### src/rtl/sdram_cmd_arbiter.sv
// SDRAM command/address bus arbiter for the init, auto-refresh, write and read engines.
// Define SDRAM_ARB_RR_EN for write/read round-robin; the default build gives write fixed priority over read.
module sdram_cmd_arbiter #(
    parameter int TIMEOUT = 1023
) (
    input  logic        clk,
    input  logic        rst_n,

    input  logic        init_done,
    input  logic [3:0]  init_cmds,
    input  logic [10:0] init_addr,
    input  logic [1:0]  init_ba,

    input  logic        aref_req,
    input  logic        aref_done,
    output logic        aref_en,
    input  logic [3:0]  aref_cmds,
    input  logic [10:0] aref_addr,
    input  logic [1:0]  aref_ba,

    input  logic        wr_req,
    input  logic        wr_done,
    output logic        wr_en,
    input  logic [3:0]  wr_cmds,
    input  logic [10:0] wr_addr,
    input  logic [1:0]  wr_ba,

    input  logic        rd_req,
    input  logic        rd_done,
    output logic        rd_en,
    input  logic [3:0]  rd_cmds,
    input  logic [10:0] rd_addr,
    input  logic [1:0]  rd_ba,

    output logic [3:0]  sdr_cmds,
    output logic [10:0] sdr_addr,
    output logic [1:0]  sdr_ba,
    output logic [2:0]  arb_state,
    output logic        arb_timeout
);

    localparam logic [2:0] S_INIT  = 3'd0;
    localparam logic [2:0] S_IDLE  = 3'd1;
    localparam logic [2:0] S_AREF  = 3'd2;
    localparam logic [2:0] S_WRITE = 3'd3;
    localparam logic [2:0] S_READ  = 3'd4;

    localparam logic [3:0]  CMD_NOP  = 4'b0111;
    localparam logic [15:0] WD_LIMIT = 16'(TIMEOUT);

    logic [2:0]  state;
    logic [2:0]  state_nxt;
    logic        aref_pend;
    logic [15:0] wd_cnt;
    logic        wd_fire;
    logic        sel_wr;
    logic        sel_rd;

    logic [3:0]  bus_cmds;
    logic [10:0] bus_addr;
    logic [1:0]  bus_ba;

`ifdef SDRAM_ARB_RR_EN
    // last_wr remembers which data engine was served last so a contended pair alternates.
    logic last_wr;

    always_comb begin
        sel_wr = wr_req && (!rd_req || !last_wr);
        sel_rd = rd_req && (!wr_req || last_wr);
    end

    always_ff @(posedge clk) begin
        if (!rst_n) begin
            last_wr <= 1'b0;
        end else if (state == S_IDLE && state_nxt == S_WRITE) begin
            last_wr <= 1'b1;
        end else if (state == S_IDLE && state_nxt == S_READ) begin
            last_wr <= 1'b0;
        end
    end
`else
    always_comb begin
        sel_wr = wr_req;
        sel_rd = rd_req && !wr_req;
    end
`endif

    // Busy states only ever return to IDLE, which guarantees a gap cycle between grants.
    always_comb begin
        state_nxt = state;
        wd_fire   = 1'b0;
        case (state)
            S_INIT: begin
                if (init_done) state_nxt = S_IDLE;
            end
            S_IDLE: begin
                if (aref_pend)   state_nxt = S_AREF;
                else if (sel_wr) state_nxt = S_WRITE;
                else if (sel_rd) state_nxt = S_READ;
            end
            S_AREF: begin
                if (aref_done) begin
                    state_nxt = S_IDLE;
                end else if (wd_cnt == WD_LIMIT) begin
                    state_nxt = S_IDLE;
                    wd_fire   = 1'b1;
                end
            end
            S_WRITE: begin
                if (wr_done) begin
                    state_nxt = S_IDLE;
                end else if (wd_cnt == WD_LIMIT) begin
                    state_nxt = S_IDLE;
                    wd_fire   = 1'b1;
                end
            end
            S_READ: begin
                if (rd_done) begin
                    state_nxt = S_IDLE;
                end else if (wd_cnt == WD_LIMIT) begin
                    state_nxt = S_IDLE;
                    wd_fire   = 1'b1;
                end
            end
            default: state_nxt = S_IDLE;
        endcase
    end

    // The pins follow the current owner, so engine timing reaches the SDRAM delayed by exactly one cycle.
    always_comb begin
        bus_cmds = CMD_NOP;
        bus_addr = '0;
        bus_ba   = '0;
        case (state)
            S_INIT: begin
                bus_cmds = init_cmds;
                bus_addr = init_addr;
                bus_ba   = init_ba;
            end
            S_AREF: begin
                bus_cmds = aref_cmds;
                bus_addr = aref_addr;
                bus_ba   = aref_ba;
            end
            S_WRITE: begin
                bus_cmds = wr_cmds;
                bus_addr = wr_addr;
                bus_ba   = wr_ba;
            end
            S_READ: begin
                bus_cmds = rd_cmds;
                bus_addr = rd_addr;
                bus_ba   = rd_ba;
            end
            default: begin
                bus_cmds = CMD_NOP;
                bus_addr = '0;
                bus_ba   = '0;
            end
        endcase
    end

    always_ff @(posedge clk) begin
        if (!rst_n) begin
            state       <= S_INIT;
            aref_pend   <= 1'b0;
            wd_cnt      <= '0;
            aref_en     <= 1'b0;
            wr_en       <= 1'b0;
            rd_en       <= 1'b0;
            arb_timeout <= 1'b0;
            sdr_cmds    <= CMD_NOP;
            sdr_addr    <= '0;
            sdr_ba      <= '0;
        end else begin
            state       <= state_nxt;
            // A new request in the same cycle as the grant wins over the clear.
            aref_pend   <= (aref_req && state != S_INIT) ||
                           (aref_pend && !(state == S_IDLE && state_nxt == S_AREF));
            if (state_nxt != state || state == S_IDLE || state == S_INIT) begin
                wd_cnt <= '0;
            end else begin
                wd_cnt <= wd_cnt + 16'd1;
            end
            aref_en     <= (state_nxt == S_AREF);
            wr_en       <= (state_nxt == S_WRITE);
            rd_en       <= (state_nxt == S_READ);
            arb_timeout <= wd_fire;
            sdr_cmds    <= bus_cmds;
            sdr_addr    <= bus_addr;
            sdr_ba      <= bus_ba;
        end
    end

    assign arb_state = state;

endmodule
### config.mk
export PLATFORM = sky130hd
export DESIGN_NAME = sdram_cmd_arbiter
export DESIGN_NICKNAME = d
export VERILOG_FILES = /design/src/rtl/sdram_cmd_arbiter.sv
export SDC_FILE = /design/constraint.sdc
export NUM_CORES = 1
export LEC_CHECK = 0
export BUFFER_PORTS_ARGS = -buffer_cell sky130_fd_sc_hd__buf_2
export CAP_MARGIN = 20
export CORE_UTILIZATION = 40
export DETAILED_ROUTE_END_ITERATION = 8
export GPL_ROUTABILITY_DRIVEN = 0
export HOLD_SLACK_MARGIN = 0.15
export PLACE_DENSITY_LB_ADDON = 0.25
export RECOVER_POWER = 25
export SYNTH_ARGS = -nofsm -noshare
export SYNTH_HDL_FRONTEND = slang
export SYNTH_SLANG_ARGS = --single-unit
### constraint.sdc
create_clock -name clk -period 3.7 [get_ports clk]
set_input_delay 0.185 -clock clk [delete_from_list [all_inputs] [get_ports clk]]
set_output_delay 0.185 -clock clk [all_outputs]
set_load 0.02 [all_outputs]
Word level (Yosys, flattened, before mapping)
Index checks and enable logic that the tools add are counted.
Widths: inputs -> output; s select.

word-level totals
  register bits = 41
  bits of input ports = 77
  output and inout bits = 24

operators by class
  add/sub/neg operators = 1
  equal/unequal tests = 9
  mux-type cells = 17
  bitwise operators = 1
  reduce and logical (&&, ||, !) cells = 12

operators by type and width
  cell                   number
  $pmux 11 s4            1
  $mux 3                 8
  $add 16x1->16 const B  1
  $eq 16x10->1 const B   1
  $pmux 4 s4             1
  $pmux 3 s5             1
  $eq 3x2->1 const B     4
  $pmux 2 s4             1
  $eq 3x3->1 const B     2
  $logic_and 1x1->1      4
  $mux 1                 4
  $eq 3x1->1 const B     1
  $logic_not 3->1        1
  $logic_or 1x1->1       3
  $ne 3x3->1             1
  $pmux 1 s3             1
  $reduce_bool 3->1      1
  $logic_not 1->1        2
  $reduce_or 2->1        1
  $not 1->1              1

Longest topological paths before layout
  word-level depth = 11
  mapped depth = 6

Least setup slack after synthesis
OpenSTA, ideal clock, no wires.

  path kind = reg2reg
  start = register wd_cnt[0]
  end = register aref_en
  library setup time = 0.116 ns
  arrival time = 1.857 ns
  slack = 1.728 ns
  stages on the path, launching flop included = 6
  path buffers = 0
  cells stage by stage = dfxtp_1 > ha_1 > or4bb_1 > or4_4 > a21oi_2 > and3b_1

between the ends
  word-level cells in the longest chain between the ends = 5
  elaborated cells between the ends (all ways) = 7
  classes of those cells = eq/ne (2); mux (5)

ends and longest elaborated chain
  what                              RTL line       RTL
  start: declaration                54             logic [15:0] wd_cnt;
  start signal: assignment          183            wd_cnt <= wd_cnt + 16'd1;
  $eq 16x10->1 (*)                  104, 112, 120
  $mux 3 (*)                        104, 112, 120
  $mux 3, on equally long branches  118, 102, 110
  $pmux 3 s5 (*)                    92             case (state)
  $eq 3x2->1 (*)                    185            aref_en <= (state_nxt == S_AREF);
  end signal: assignment            185
  end: declaration                  16             output logic aref_en,

Every way passes the cells marked *; elsewhere a longest branch is shown, timed or not.
A chain may end at the register's enable or synchronous reset.

Final worst setup path
Ends and elaborated chain as after synthesis.

==> impl_metrics.tcl <==
set metrics [dict create \
    critPathLaunch "wd_cnt[0]" \
    nets 433 \
    insertion_delay_ns 0.29 \
    status "finished, final reports clean" \
    synth_area_sq_mm 0.00216 \
    routed_via_density 4.98 \
    powerDensity_mw_per_mm2 355 \
    synth_ff_type "dfxtp_1" \
    synth_edf_count 0 \
    endpoint_kind "flop" \
    htreeDepth 2 \
    setup_tns_ns 0 \
    grt_max_degree 40 \
    grt_pass1_vias 1854 \
    worstSetupStartpointType "flop" \
    ys_ff_latch 41 \
    drv_slew 0 \
    post_cts_buffers 0 \
    syn_nets 337 \
    antenna_cells 0 \
    synth-compound-area-share_pct 15.8 \
    die_w_um 75.5 \
    placed_area_sq_mm 0.00271 \
    core_area_sq_mm 0.00514 \
    via_count 2113 \
    pin_count 101 \
    ff2ff_path_depth 5 \
    io_buffer_count 100 \
    cts.clk_slew.worst_paths_ns 0.07 \
    drc 0 \
    max_freq_mhz 485 \
    skew_ns 0.00691 \
    min_path_cells 3 \
    hold_path.class "in -> reg" \
    area_growth_pct 28.8 \
    synthSimpleGateAreaFrac_pct 27.4 \
    tightest_slew_ns 0.541 \
    async_reset_ff_share_pct 0 \
    cts-root-buf "clkbuf_8" \
    slew_headroom_pct 63.6 \
    wl_um 5290 \
    hold_viol 0 \
    yosys-mux-area-fraction_pct 8.06 \
    r2r_end "aref_en" \
    synth_adder_area_share_pct 0.580 \
    dieArea_sq_mm 0.00569 \
    synth_top_family_by_area "simple AND/OR/NAND/NOR gates" \
    crit_fanout 5 \
    antenna_found_initial 0 \
    synth.yosys.seq_area_share_pct 38.0 \
    p_leak_nw 1.15 \
    finalInstanceArea_sq_mm 0.00278 \
    crit_type "reg -> reg" \
    rsz0062_at_grt "false" \
    fillers 524 \
    drive_gt1_share_pct 33.1 \
    synthCells 259 \
    start_util_pct 42.0 \
    cts_tree "built" \
    crit_required_ns 3.89 \
    ir_drop_mv 0.150 \
    overflow 0 \
    ant_nets 0 \
    dpl.hpwl_um 3790 \
    dr.first_iter.drc_count 80 \
    critPathArrivalTime_ns 2.25 \
    cts_buffers 5 \
    cts.sinks 41 \
    firstDrtPassIters 4 \
    r2r_start "wd_cnt[0]" \
    rows 26 \
    grt_pass1_wl_um 8020 \
    dieHeight_um 75.5 \
    r2r_slack_ns 1.64 \
    cts.path.max_buffers 2 \
    synth.avg_cell_area_sq_um 8.33 \
    ys_warn_count 0 \
    drt-wirelength-per-cell_um 12.5 \
    hold_start "aref_cmds[1]" \
    hold_end "sdr_cmds[1]" \
    maxCapViolCount 0 \
    finalCritPeriodShare_pct 55.8 \
    synth.distinct_cells 38 \
    setup_viol 0 \
    synth_xor_area_share_pct 5.28 \
    track_usage_pct 18.5 \
    period_needed_ns 2.06 \
    cts.repair.resized 0 \
]
[where the power goes]
| group | switching (mW) | internal, mW | total (mW) |
|---|---|---|---|
| Combinational | 0.137 | 0.107 | 0.244 |
| Sequential | 0.0101 | 0.469 | 0.479 |
| Clock | 0.141 | 0.124 | 0.265 |
| Total | 0.288 | 0.699 | 0.987 |
[flip-flops by register name (all words and copies together) (netlist names)]
signal and count:
wd_cnt 16, sdr_addr 11, sdr_cmds 4, arb_state 3
sdr_ba 2, arb_timeout 1, aref_en 1, aref_pend 1
rd_en 1, wr_en 1
[critical path, cell delays in order, from the launching register on]
cell     delay, ns
dfxtp_1       0.39
ha_1          0.24
or4bb_1       0.49
or4_4         0.47
a21oi_2       0.19
and3b_1       0.19
[synthesized netlist by cell type, drive strengths merged, types with 2 or more instances]
cell type	count	share of area, %
nor2	19	3.3
clkbuf	14	2.4
nand2	24	4.2
nand4	5	2.1
o21bai	2	0.70
nand2b	3	0.87
o21ai	2	0.46
or4	2	0.87
mux2	3	1.6
o22ai	2	0.58
and3	15	4.3
mux2i	14	6.5
inv	8	1.4
buf	3	0.99
o2111ai	2	0.81
xnor2	10	4.1
or2	15	4.3
o21a	15	5.2
nor2b	2	0.58
xor2	3	1.2
nor4	7	2.0
nor4b	2	0.81
nor3	6	1.4
a21oi	23	5.5
a211oi	2	0.70
dfxtp	41	38
nand3	7	1.6
o22a	2	0.81
[cell families (layout without fill, tap and decap cells)]
family	count (synthesis)	in the layout
compound gates	53	53
xor+xnor	13	13
fa+ha+maj	1	1
buf+inv	25	120
flops	41	41
mux	17	17
simple gates	109	109
[metal layers]
| metal | vias up | wire length [um] | GRT usage (%) |
|---|---|---|---|
| met3 | 4 | 343 | 4.10 |
| li1 | 1095 | - | - |
| met5 | - | 0 | 0 |
| met1 | 950 | 2360 | 22.3 |
| met2 | 64 | 2550 | 31.6 |
| met4 | 0 | 32 | 8.23 |
[how the worst max path moves through the flow]
stage / endpoint / slack (ns)
floorplan: aref_en / 1.73
global placement: aref_en / 1.67
detailed placement: aref_en / 1.63
CTS: aref_en / 1.63
global route: aref_en / 1.55
finish: aref_en / 1.64
[layout make-up]
cell class	instances	area [sq um]	area share, %
Tap cell	70	87.6	3.15
Timing Repair Buffer	106	531	19.1
Sequential cell	41	821	29.5
Inverter	8	30.0	1.08
Clock buffer	5	68.8	2.48
Multi-Input combinational cell	193	1240	44.5
Clock inverter	1	5.00	0.180
[per-stage QoR]
step / utilization [%] / hold WS, ns / cells / setup slack (ns) / power, mW
detailed placement: 52.6 / 0.417 / 416 / 1.63 / 0.736
floorplan: - / 0.307 / 259 / 1.73 / 0.648
global route: 54.1 / 0.205 / 424 / 1.55 / 1.05
CTS: 54.5 / 0.170 / 424 / 1.63 / 1.00
global placement: 52.6 / 0.406 / 416 / 1.67 / 0.734
finish: 54.1 / 0.177 / 424 / 1.64 / 0.987
[repair_timing]
item                                    CTS  global route
endpoints found under the setup margin    0             0
hold buffers                              2             0
hold endpoints to repair                  2             0
[cell usage in the layout, fill, tap and decap left out, drive strengths merged, types with 3 or more instances in the layout]
cell type | netlist | routed
xor2 | 3 | 3
nand3 | 7 | 7
xnor2 | 10 | 10
buf | 3 | 88
nand4 | 5 | 5
nor2 | 19 | 19
nor3 | 6 | 6
mux2 | 3 | 3
and3 | 15 | 15
dfxtp | 41 | 41
o21a | 15 | 15
nor4 | 7 | 7
clkbuf | 14 | 21
nand2b | 3 | 3
or2 | 15 | 15
nand2 | 24 | 24
mux2i | 14 | 14
inv | 8 | 8
a21oi | 23 | 23
Power figures use the tool's default switching activity.
